## src/rtl/xor_encrypt_tx_if.sv

```systemverilog
// Byte stream link (data/last with valid/ready) used on both sides of xor_encrypt_tx.
interface xor_encrypt_tx_if;
  logic [7:0] data;
  logic       valid;
  logic       last;
  logic       ready;

  modport master (output data, output valid, output last, input ready);
  modport slave  (input data, input valid, input last, output ready);
endinterface

```

## src/rtl/xor_encrypt_tx.sv

```systemverilog
// XOR stream encryptor: plaintext bytes XORed with a rotating 4-byte key into an output FIFO.
// Define CHECKSUM_EN to append an encrypted XOR checksum byte after each frame's last byte.
module xor_encrypt_tx #(
  parameter logic [31:0] KEY        = 32'hDEADBEEF,
  parameter int          FIFO_DEPTH = 4
) (
  input  logic                    clk,
  input  logic                    rst_n,
  xor_encrypt_tx_if.slave         in_s,
  xor_encrypt_tx_if.master        out_m,
  input  logic                    key_sync,
  output logic [1:0]              key_index,
  output logic                    busy
);

  localparam int PTR_W = $clog2(FIFO_DEPTH);
  localparam int CNT_W = PTR_W + 1;

  logic [8:0]       mem [FIFO_DEPTH];
  logic [PTR_W-1:0] wr_ptr;
  logic [PTR_W-1:0] rd_ptr;
  logic [CNT_W-1:0] count;
  logic             full;
  logic             empty;
  logic             push;
  logic             pop;
  logic [7:0]       push_data;
  logic             push_last;
  logic [1:0]       key_cur;

  function automatic logic [7:0] key_byte(input logic [1:0] idx);
    case (idx)
      2'd0:    return KEY[31:24];
      2'd1:    return KEY[23:16];
      2'd2:    return KEY[15:8];
      default: return KEY[7:0];
    endcase
  endfunction

  assign full    = (count == CNT_W'(FIFO_DEPTH));
  assign empty   = (count == '0);
  assign key_cur = key_sync ? 2'd0 : key_index;
  assign pop     = !empty && out_m.ready;

  // Idle output reads as zero rather than exposing a stale FIFO slot.
  assign out_m.valid = !empty;
  assign out_m.data  = empty ? 8'h00 : mem[rd_ptr][7:0];
  assign out_m.last  = !empty && mem[rd_ptr][8];

`ifdef CHECKSUM_EN
  typedef enum logic {STREAM, CSUM} state_t;

  state_t     state;
  state_t     state_next;
  logic [7:0] acc;

  assign in_s.ready = rst_n && !full && (state == STREAM);
  assign busy       = !empty || (state == CSUM);

  always_ff @(posedge clk) begin
    if (!rst_n) state <= STREAM;
    else        state <= state_next;
  end

  always_comb begin
    state_next = state;
    push       = 1'b0;
    push_data  = in_s.data ^ key_byte(key_cur);
    push_last  = 1'b0;
    case (state)
      STREAM: begin
        if (in_s.valid && in_s.ready) begin
          push = 1'b1;
          if (in_s.last) state_next = CSUM;
        end
      end
      CSUM: begin
        if (!full) begin
          push       = 1'b1;
          push_data  = acc ^ key_byte(key_cur);
          push_last  = 1'b1;
          state_next = STREAM;
        end
      end
      default: state_next = STREAM;
    endcase
  end

  // acc already includes the frame's last byte by the time CSUM emits it.
  always_ff @(posedge clk) begin
    if (!rst_n)                        acc <= 8'h00;
    else if (state == CSUM && push)    acc <= 8'h00;
    else if (state == STREAM && push)  acc <= acc ^ in_s.data;
  end
`else
  assign in_s.ready = rst_n && !full;
  assign busy       = !empty;

  always_comb begin
    push      = in_s.valid && in_s.ready;
    push_data = in_s.data ^ key_byte(key_cur);
    push_last = in_s.last;
  end
`endif

  always_ff @(posedge clk) begin
    if (push) mem[wr_ptr] <= {push_last, push_data};
  end

  always_ff @(posedge clk) begin
    if (!rst_n) begin
      wr_ptr    <= '0;
      rd_ptr    <= '0;
      count     <= '0;
      key_index <= 2'd0;
    end else begin
      if (push) wr_ptr <= wr_ptr + PTR_W'(1);
      if (pop)  rd_ptr <= rd_ptr + PTR_W'(1);
      case ({push, pop})
        2'b10:   count <= count + CNT_W'(1);
        2'b01:   count <= count - CNT_W'(1);
        default: count <= count;
      endcase
      if (push)          key_index <= key_cur + 2'd1;
      else if (key_sync) key_index <= 2'd0;
    end
  end

endmodule

```

## src/flat_wrapper.sv

```systemverilog
// flat-port wrapper written by rule: the top's interface ports become plain ports
module xor_encrypt_tx_flat 
#(
  parameter logic [31:0] KEY        = 32'hDEADBEEF,
  parameter int          FIFO_DEPTH = 4
)
  (clk, rst_n, key_sync, key_index, busy, in_s_data, in_s_valid, in_s_last, in_s_ready, out_m_data, out_m_valid, out_m_last, out_m_ready);
  xor_encrypt_tx_if in_s_i ();
  xor_encrypt_tx_if out_m_i ();
  input  logic clk;
  input  logic rst_n;
  input  logic key_sync;
  output logic [1:0] key_index;
  output logic busy;
  input wire logic [$bits(in_s_i.data)-1:0] in_s_data;
  input wire logic [$bits(in_s_i.valid)-1:0] in_s_valid;
  input wire logic [$bits(in_s_i.last)-1:0] in_s_last;
  output wire logic [$bits(in_s_i.ready)-1:0] in_s_ready;
  output wire logic [$bits(out_m_i.data)-1:0] out_m_data;
  output wire logic [$bits(out_m_i.valid)-1:0] out_m_valid;
  output wire logic [$bits(out_m_i.last)-1:0] out_m_last;
  input wire logic [$bits(out_m_i.ready)-1:0] out_m_ready;
  assign in_s_i.data = in_s_data;
  assign in_s_i.valid = in_s_valid;
  assign in_s_i.last = in_s_last;
  assign in_s_ready = in_s_i.ready;
  assign out_m_data = out_m_i.data;
  assign out_m_valid = out_m_i.valid;
  assign out_m_last = out_m_i.last;
  assign out_m_i.ready = out_m_ready;
  xor_encrypt_tx #(.KEY(KEY), .FIFO_DEPTH(FIFO_DEPTH)) u_core (.clk(clk), .rst_n(rst_n), .in_s(in_s_i), .out_m(out_m_i), .key_sync(key_sync), .key_index(key_index), .busy(busy));
endmodule
```

## config.mk

```make
export PLATFORM = sky130hd
export DESIGN_NAME = xor_encrypt_tx_flat
export DESIGN_NICKNAME = d
export VERILOG_FILES = /design/src/rtl/xor_encrypt_tx_if.sv /design/src/rtl/xor_encrypt_tx.sv /design/src/flat_wrapper.sv
export SDC_FILE = /design/constraint.sdc
export NUM_CORES = 1
export LEC_CHECK = 0
export ABC_AREA = 1
export BUFFER_PORTS_ARGS = -buffer_cell sky130_fd_sc_hd__buf_2
export CAP_MARGIN = 30
export CORE_MARGIN = 2
export CORE_UTILIZATION = 56
export DETAILED_ROUTE_END_ITERATION = 6
export MAX_ROUTING_LAYER = met4
export PLACE_DENSITY = 0.88
export SETUP_SLACK_MARGIN = 0.2
export SYNTH_ARGS = -nofsm -noshare
export SYNTH_HDL_FRONTEND = slang
export SYNTH_SLANG_ARGS = --single-unit
```

## constraint.sdc

```tcl
create_clock -name clk -period 2.09 [get_ports clk]
set_clock_uncertainty 0.15 [all_clocks]
set_input_delay 0.418 -clock clk [delete_from_list [all_inputs] [get_ports clk]]
set_output_delay 0.418 -clock clk [all_outputs]
set_load 0.05 [all_outputs]
```

==> flow_summary.toml, run 1 <==
[yosys]
synth_enable_flop_cells = 36
synth_top_cell_area_share = 0.512
leading_cell_type_by_number_of_instances_after_synthesis = "nor2_1"
yosys_reg_bits = 47
synth-seq-area-share = 0.617
syn_area_per_cell_um2 = 10.5
synth_warnings = 0
synth_top_cell_by_area = "edfxtp_1"
post_synth_inst_count = 200
synth-main-ff-cell = "edfxtp_1"
async_flop_share = 0
ys_top_cells_by_count = "nor2_1, edfxtp_1, inv_1"
synth_nets = 222
post_synth_num_cell_types = 25
syn_area_um2 = 2110
post_synth_main_area_contributors = "edfxtp_1, dfxtp_1, nor2_1, ha_1, inv_1"

[worst_setup_path]
cp_data_required_time_ps = 1520
end_kind = "output port"
path_max_fanout = 6
crit_path_start_kind = "flip-flop"
path_class = "flip-flop to output port"
critPathArrivalTime_ps = 1470

[pwr]
clkPwrFrac = 0.150
power_per_cell_area_nw_per_um2 = 1340
p_leak_nw = 1.07
max-vdd-ir-drop_mv = 0.980
totalPowerFinal_mw = 3.63
cell_internal_pwr_mw = 2.06
combinationalPowerShare = 0.524
seq_power_share = 0.326
switching_share = 0.433
power.switching_mw = 1.57

[cells_and_area]
post_route_cells_drive_above_1_share = 0.357
insertedDiodeCount = 0
final_nets = 262
final-seq-area_um2 = 1310
num-fill-cells = 248
multi_input_comb_area_um2 = 827
area_growth_pct = 28.7

[route]
avgViaCountPerCell = 5.15
dr_total_vias = 1487
drt_first_iter_violations = 66
firstDrtPassIters = 4
routedWlPerCell_um = 14.4
postRouteAntennaNets = 0
drcViolationCount = 0
routed_wl_mm = 4.16

[place]
place.gp.congestion = 0.755
estimated_wirelength_of_the_detail_placed_design_mm = 2.75
dpl_worst_slack_ps = 84.0
port_buffers = 27

[sta]
finalCritPeriodShare = 0.975
final-max-slew-violation-count = 0
timing.final.hold_violations = 0
report.final.setup_viol = 0
timing.final.ws_setup_ps = 51.5
min_period_ps = 2040
rsz0062_at_grt = "yes"
hold_slack_ps = 192
slew_headroom = 0.773
setup_total_negative_slack_ps = 0
worst_pin_slew_ps = 336
highest_clock_frequency_the_design_can_meet_mhz = 491

[grt]
grt_start_max_net_pins = 19
first_pass_grt_wire_length_mm = 6.54
first_global_vias = 1448
number_of_antenna_violations_at_the_first_check_in_global_routing = 0
grt_use_total = 0.217
gr-total-overflow = 0
grt_util_met2 = 0.388
met1_usage = 0.239
grt-busiest-layer = "met2"
use_met3 = 0.0308

[clocking]
clock_path_buffers = 2
htree_levels = 2
cts_tree = "done"
cts.reportedPaths.clkPinSlew_ps = 80
cts_inserted_buffers = 5
cell_at_the_root_of_the_clock_tree = "clkbuf_8"
clock_sinks = 47
postCtsHoldBufs = 0
clkLatencyLatePin_ps = 290

[die]
fp.dieH_um = 65.4
io_pins = 28
rows = 22
fp.dieArea_um2 = 4270
start_util = 0.581
core_area_um2 = 3630
die_width_um = 65.4

[status]
outcome = "completed"

[job]
maxCapViolCount = 0

[hold_path]
hold_path.class = "primary input to flip-flop"
[power by group through the flow]
stage	Sequential (mW)	Combinational, mW	Clock (mW)
final	1.18	1.90	0.545
after global routing	1.19	2.02	0.586
after CTS	1.18	1.80	0.556
after detailed placement	1.19	1.58	0
after global placement	1.18	1.54	0
after floorplan	1.18	1.30	0
[worst max-delay path, cell delays in order, from the launching register on]
cell and delay (ps):
dfxtp_4 430, buf_12 130, nor2_1 40, nor2_1 140
o21ai_2 100, a21oi_4 160, buf_6 170
[cell families after synthesis]
logic type,synth area share
compound gates,0.0848
xor+xnor,0.0208
fa+ha+maj,0.0510
buf+inv,0.0759
flops,0.617
simple gates,0.151
[repair_timing]
item | 4_1_cts | 5_1_grt
resized for setup | 36 | 20
pin swaps | 2 | 6
buffers inserted | 1 | 1
gates cloned | 0 | 1
setup endpoints to repair | 10 | 11
[area by class of cell]
class,instances,share of cell area
tap,48,0.0221
sequential,47,0.482
clock buffer,7,0.0318
clock inverter,1,0.00184
multi-input combinational,122,0.305
inverter,25,0.0369
timing repair buffer,39,0.121
[stage by stage]
step	utilization	cells	instance area, um2
4_1_cts	0.723	287	2630
5_1_grt	0.747	289	2720
6_report	0.747	289	2720
2_1_floorplan	-	200	2230
3_3_place_gp	0.671	278	2440
3_5_place_dp	0.671	278	2440
[layout by cell type (no fill, tap or decap), types with 2 or more instances in the layout]
cell / netlist / routed
nor2_1: 41 / 39
edfxtp_1: 36 / 36
inv_1: 21 / 20
buf_2: 1 / 18
nand2_1: 18 / 16
buf_6: 3 / 10
o21ai_2: 0 / 9
a21oi_4: 0 / 9
o21ai_1: 10 / 8
buf_4: 1 / 8
nand3_1: 8 / 7
dfxtp_1: 11 / 7
ha_1: 7 / 6
clkbuf_8: 0 / 6
a21oi_1: 14 / 5
nor2_2: 3 / 4
xnor2_1: 4 / 4
inv_2: 3 / 3
o21ai_0: 10 / 3
dfxtp_2: 0 / 3
clkinv_2: 0 / 2
buf_12: 1 / 2
[per-layer routing]
metal | up-vias | share of wire | routed length [um]
met5 | - | 0 | 0
met4 | 0 | 0.025 | 106
li1 | 742 | - | -
met1 | 694 | 0.39 | 1610
met2 | 41 | 0.54 | 2260
met3 | 10 | 0.043 | 180
[sequential cells by signal, summed over array words and instances, names as in the netlist, named ones only]
name              count
u_core.count          3
u_core.key_index      2
u_core.wr_ptr         2
u_core.mem           36
u_core.rd_ptr         2
[path summary, 6_finish.rpt]
kind | start | end | slack (ps) | cells past startpoint
worst max register to register | u_core.count[0] | u_core.count[2] | 210 | 10
worst max-delay path | flip-flop | out_m_data[1] | 50 | 6
worst min-delay path | in_s_last | u_core.mem[0][8] | 190 | 1
worst min register to register | u_core.wr_ptr[1] | u_core.wr_ptr[1] | 370 | 2
Note: power is estimated with default switching activity, not from simulation.
==> inputs of run 2 (changes only) <==
--- a/config.mk
+++ b/config.mk
@@ -5,13 +5,11 @@
 export SDC_FILE = /design/constraint.sdc
 export NUM_CORES = 1
 export LEC_CHECK = 0
-export ABC_AREA = 1
 export BUFFER_PORTS_ARGS = -buffer_cell sky130_fd_sc_hd__buf_2
 export CAP_MARGIN = 30
 export CORE_MARGIN = 2
 export CORE_UTILIZATION = 56
 export DETAILED_ROUTE_END_ITERATION = 6
-export MAX_ROUTING_LAYER = met4
 export PLACE_DENSITY = 0.88
 export SETUP_SLACK_MARGIN = 0.2
 export SYNTH_ARGS = -nofsm -noshare
==> run 2 against run 1 <==
The run now ends with setup timing left; maximum frequency is 11% lower; routed wire length grew 0.34%; clock power fell by 26%; sequential share of layout area grew 2.8 points; non-clock buffer count did not move; largest cell class unchanged; largest power group unchanged.
==> flow_summary.toml, run 2 <==
[die]
fp.dieH_um = 63.9
die_width_um = 63.9
start_util = 0.593
rows = 21
fp.dieArea_um2 = 4080
core_area_um2 = 3390
io_pins = 28

[yosys]
synth.mux.area_fraction = 0.121
synth_compound_gate_area_share = 0.0243
post_synth_num_cell_types = 24
syn_area_per_cell_um2 = 15.1
synth_warnings = 0
leading_cell_type_by_number_of_instances_after_synthesis = "edfxtp_1"
async_flop_share = 0
post_synth_and_or_nand_nor_area_fraction = 0.0866
synth_top_cell_area_share = 0.538
largest_family_of_logic_cells_by_synthesized_area = "multiplexers"
synth-seq-area-share = 0.648
syn_area_um2 = 2010
post_synth_inst_count = 133
synth_enable_flop_cells = 36
yosys_reg_bits = 47
synth_nets = 155
yosys.area_share.adder = 0.0535
synth-main-ff-cell = "edfxtp_1"
yosys.area_share.xor_xnor = 0.0305
ys_top_cells_by_count = "edfxtp_1, inv_1, dfxtp_1, nor2b_1, mux4_2"
synth_top_cell_by_area = "edfxtp_1"
post_synth_main_area_contributors = "edfxtp_1, dfxtp_1, mux4_2, ha_1, nor2b_1"

[pwr]
power_per_cell_area_nw_per_um2 = 1410
max-vdd-ir-drop_mv = 0.814
p_leak_nw = 0.972
totalPowerFinal_mw = 3.63

[sta]
finalCritPeriodShare = 1.09
slew_headroom = 0.650
timing.final.ws_setup_ps = -190
highest_clock_frequency_the_design_can_meet_mhz = 439
worst_pin_slew_ps = 526
report.final.setup_viol = 10
timing.final.hold_violations = 0
hold_slack_ps = 125
min_period_ps = 2280
rsz0062_at_grt = "yes"
final-max-slew-violation-count = 0

[grt]
first_global_vias = 1171
first_pass_grt_wire_length_mm = 5.80
grt_start_max_net_pins = 16
gr-total-overflow = 0
grt_use_total = 0.199
number_of_antenna_violations_at_the_first_check_in_global_routing = 0

[cells_and_area]
utilization_after_layout = 0.762
insertedDiodeCount = 0
final_nets = 196
layout_commonest_cell = "edfxtp_1"
largestRegisters = "u_core.mem x36, u_core.count x3"
post_route_cells_drive_above_1_share = 0.463
largest_register = "u_core.mem"
most-common-layout-cells = "edfxtp_1, buf_2, inv_1"
area_growth_pct = 28.5
num-fill-cells = 198
largest_reg_flops = 36
final_design_area_no_fill_um2 = 2580

[status]
outcome = "complete, but fails checks"
failed_checks = "setup timing"

[route]
drcViolationCount = 0
avgViaCountPerCell = 5.25
dr_total_vias = 1161
firstDrtPassIters = 4
postRouteAntennaNets = 0
routed_wl_mm = 4.17
routedWlPerCell_um = 18.9
drt_first_iter_violations = 45

[place]
post_dp_cell_area_um2 = 2290
place.gp.congestion = 0.652
estimated_wirelength_of_the_detail_placed_design_mm = 2.44
port_buffers = 27

[clocking]
cts_tree = "done"
clkLatencyLatePin_ps = 360
clock_sinks = 47
clock_path_buffers = 2
cell_at_the_root_of_the_clock_tree = "clkbuf_4"
postCtsHoldBufs = 0
htree_levels = 2
cts.reportedPaths.clkPinSlew_ps = 130
cts_inserted_buffers = 5

[worst_setup_path]
cp_data_required_time_ps = 1520
critical-path-slowest-cell = "mux4_2"
path_max_fanout = 4
crit_family = "multiplexers"
worstPathCellList = "clkbuf_16 -> mux4_2 -> nor2b_4 -> buf_6"
critPathArrivalTime_ps = 1710
path_class = "flip-flop to output port"
cp_slowest_stage_delay_ps = 510
end_kind = "output port"
crit_path_start_kind = "flip-flop"
cp.buffers_inverters = 2

[hold_path]
hold_path.class = "primary input to flip-flop"

[job]
maxCapViolCount = 0
==> run 2: cell count changes after synthesis, sizes merged, moves of 9 or more <==
| cell | delta |
|---|---|
| inv | -11 |
| nor2 | -39 |
| o21ai | -16 |
| a21oi | -10 |
| nand2 | -13 |
| nand3 | -9 |
| nor2b | +11 |
| mux4 | +9 |
==> run 2: logic make-up (layout without fill, tap and decap cells) <==
logic type | count (synthesis) | count (layout)
DFF | 47 | 47
and+or+nand+nor | 31 | 31
buffers and inverters | 18 | 60
muxes | 13 | 13
AOI/OAI and AO/OA | 9 | 9
adders and majority gates | 8 | 8
xor gates and xnor gates | 7 | 7
==> run 2: report_power, final <==
| group | switching [mW] | internal (mW) |
|---|---|---|
| clock | 0.273 | 0.132 |
| combinational | 1.11 | 0.888 |
| sequential | 0.0988 | 1.14 |
==> run 2: path summary, 6_finish.rpt <==
kind | cells after the start | startpoint | to | slack, ps
worst min-delay path | 1 | in_s_last | u_core.mem[2][8] | 130
worst max-delay path | 4 | flip-flop | out_m_data[6] | -190
worst min register to register | 2 | u_core.wr_ptr[1] | u_core.wr_ptr[1] | 360
worst max register to register | 8 | u_core.count[2] | u_core.count[2] | -30
==> run 2: stage by stage <==
stage | instances | setup slack, ps | TNS (ps)
3_3_place_gp | 209 | 38.0 | 0
4_1_cts | 217 | -170 | -1400
3_5_place_dp | 209 | -83.4 | -83.4
5_1_grt | 221 | -240 | -2010
2_1_floorplan | 133 | -17.3 | -104
6_report | 221 | -190 | -1380
==> run 2: metal layers <==
layer / vias to the layer above / track usage / part of all wire / routed length (um)
li1: 552 / - / - / -
met1: 571 / 0.240 / 0.39 / 1640
met2: 32 / 0.341 / 0.56 / 2330
met3: 6 / 0.0599 / 0.036 / 149
met4: 0 / 0.0652 / 0.013 / 53
met5: - / 0 / 0 / 0
==> run 2: layout make-up <==
type	instances	area, um2	share of cell area
Inverter	13	48.8	0.0189
Clock buffer	6	41.3	0.0160
Multi-Input combinational cell	68	741	0.287
Sequential cell	47	1320	0.510
Timing Repair Buffer	39	362	0.140
Clock inverter	2	13.8	0.00533
Tap cell	46	57.6	0.0223
==> run 2: repair_timing <==
item | in CTS | in global routing
pin swaps | 1 | 3
gates resized for setup | 30 | 20
cloned | 0 | 2
setup endpoints to repair | 13 | 13
setup buffers | 0 | 2
==> run 2: worst reg2reg max path, cell delays in order, from the launching register on <==
cell and delay [ps]:
dfxtp_4 390, nor3_4 330, nor2b_2 110, ha_2 200
buf_4 120, buf_4 120, xor2_1 160, or3_1 340
a21oi_1 130
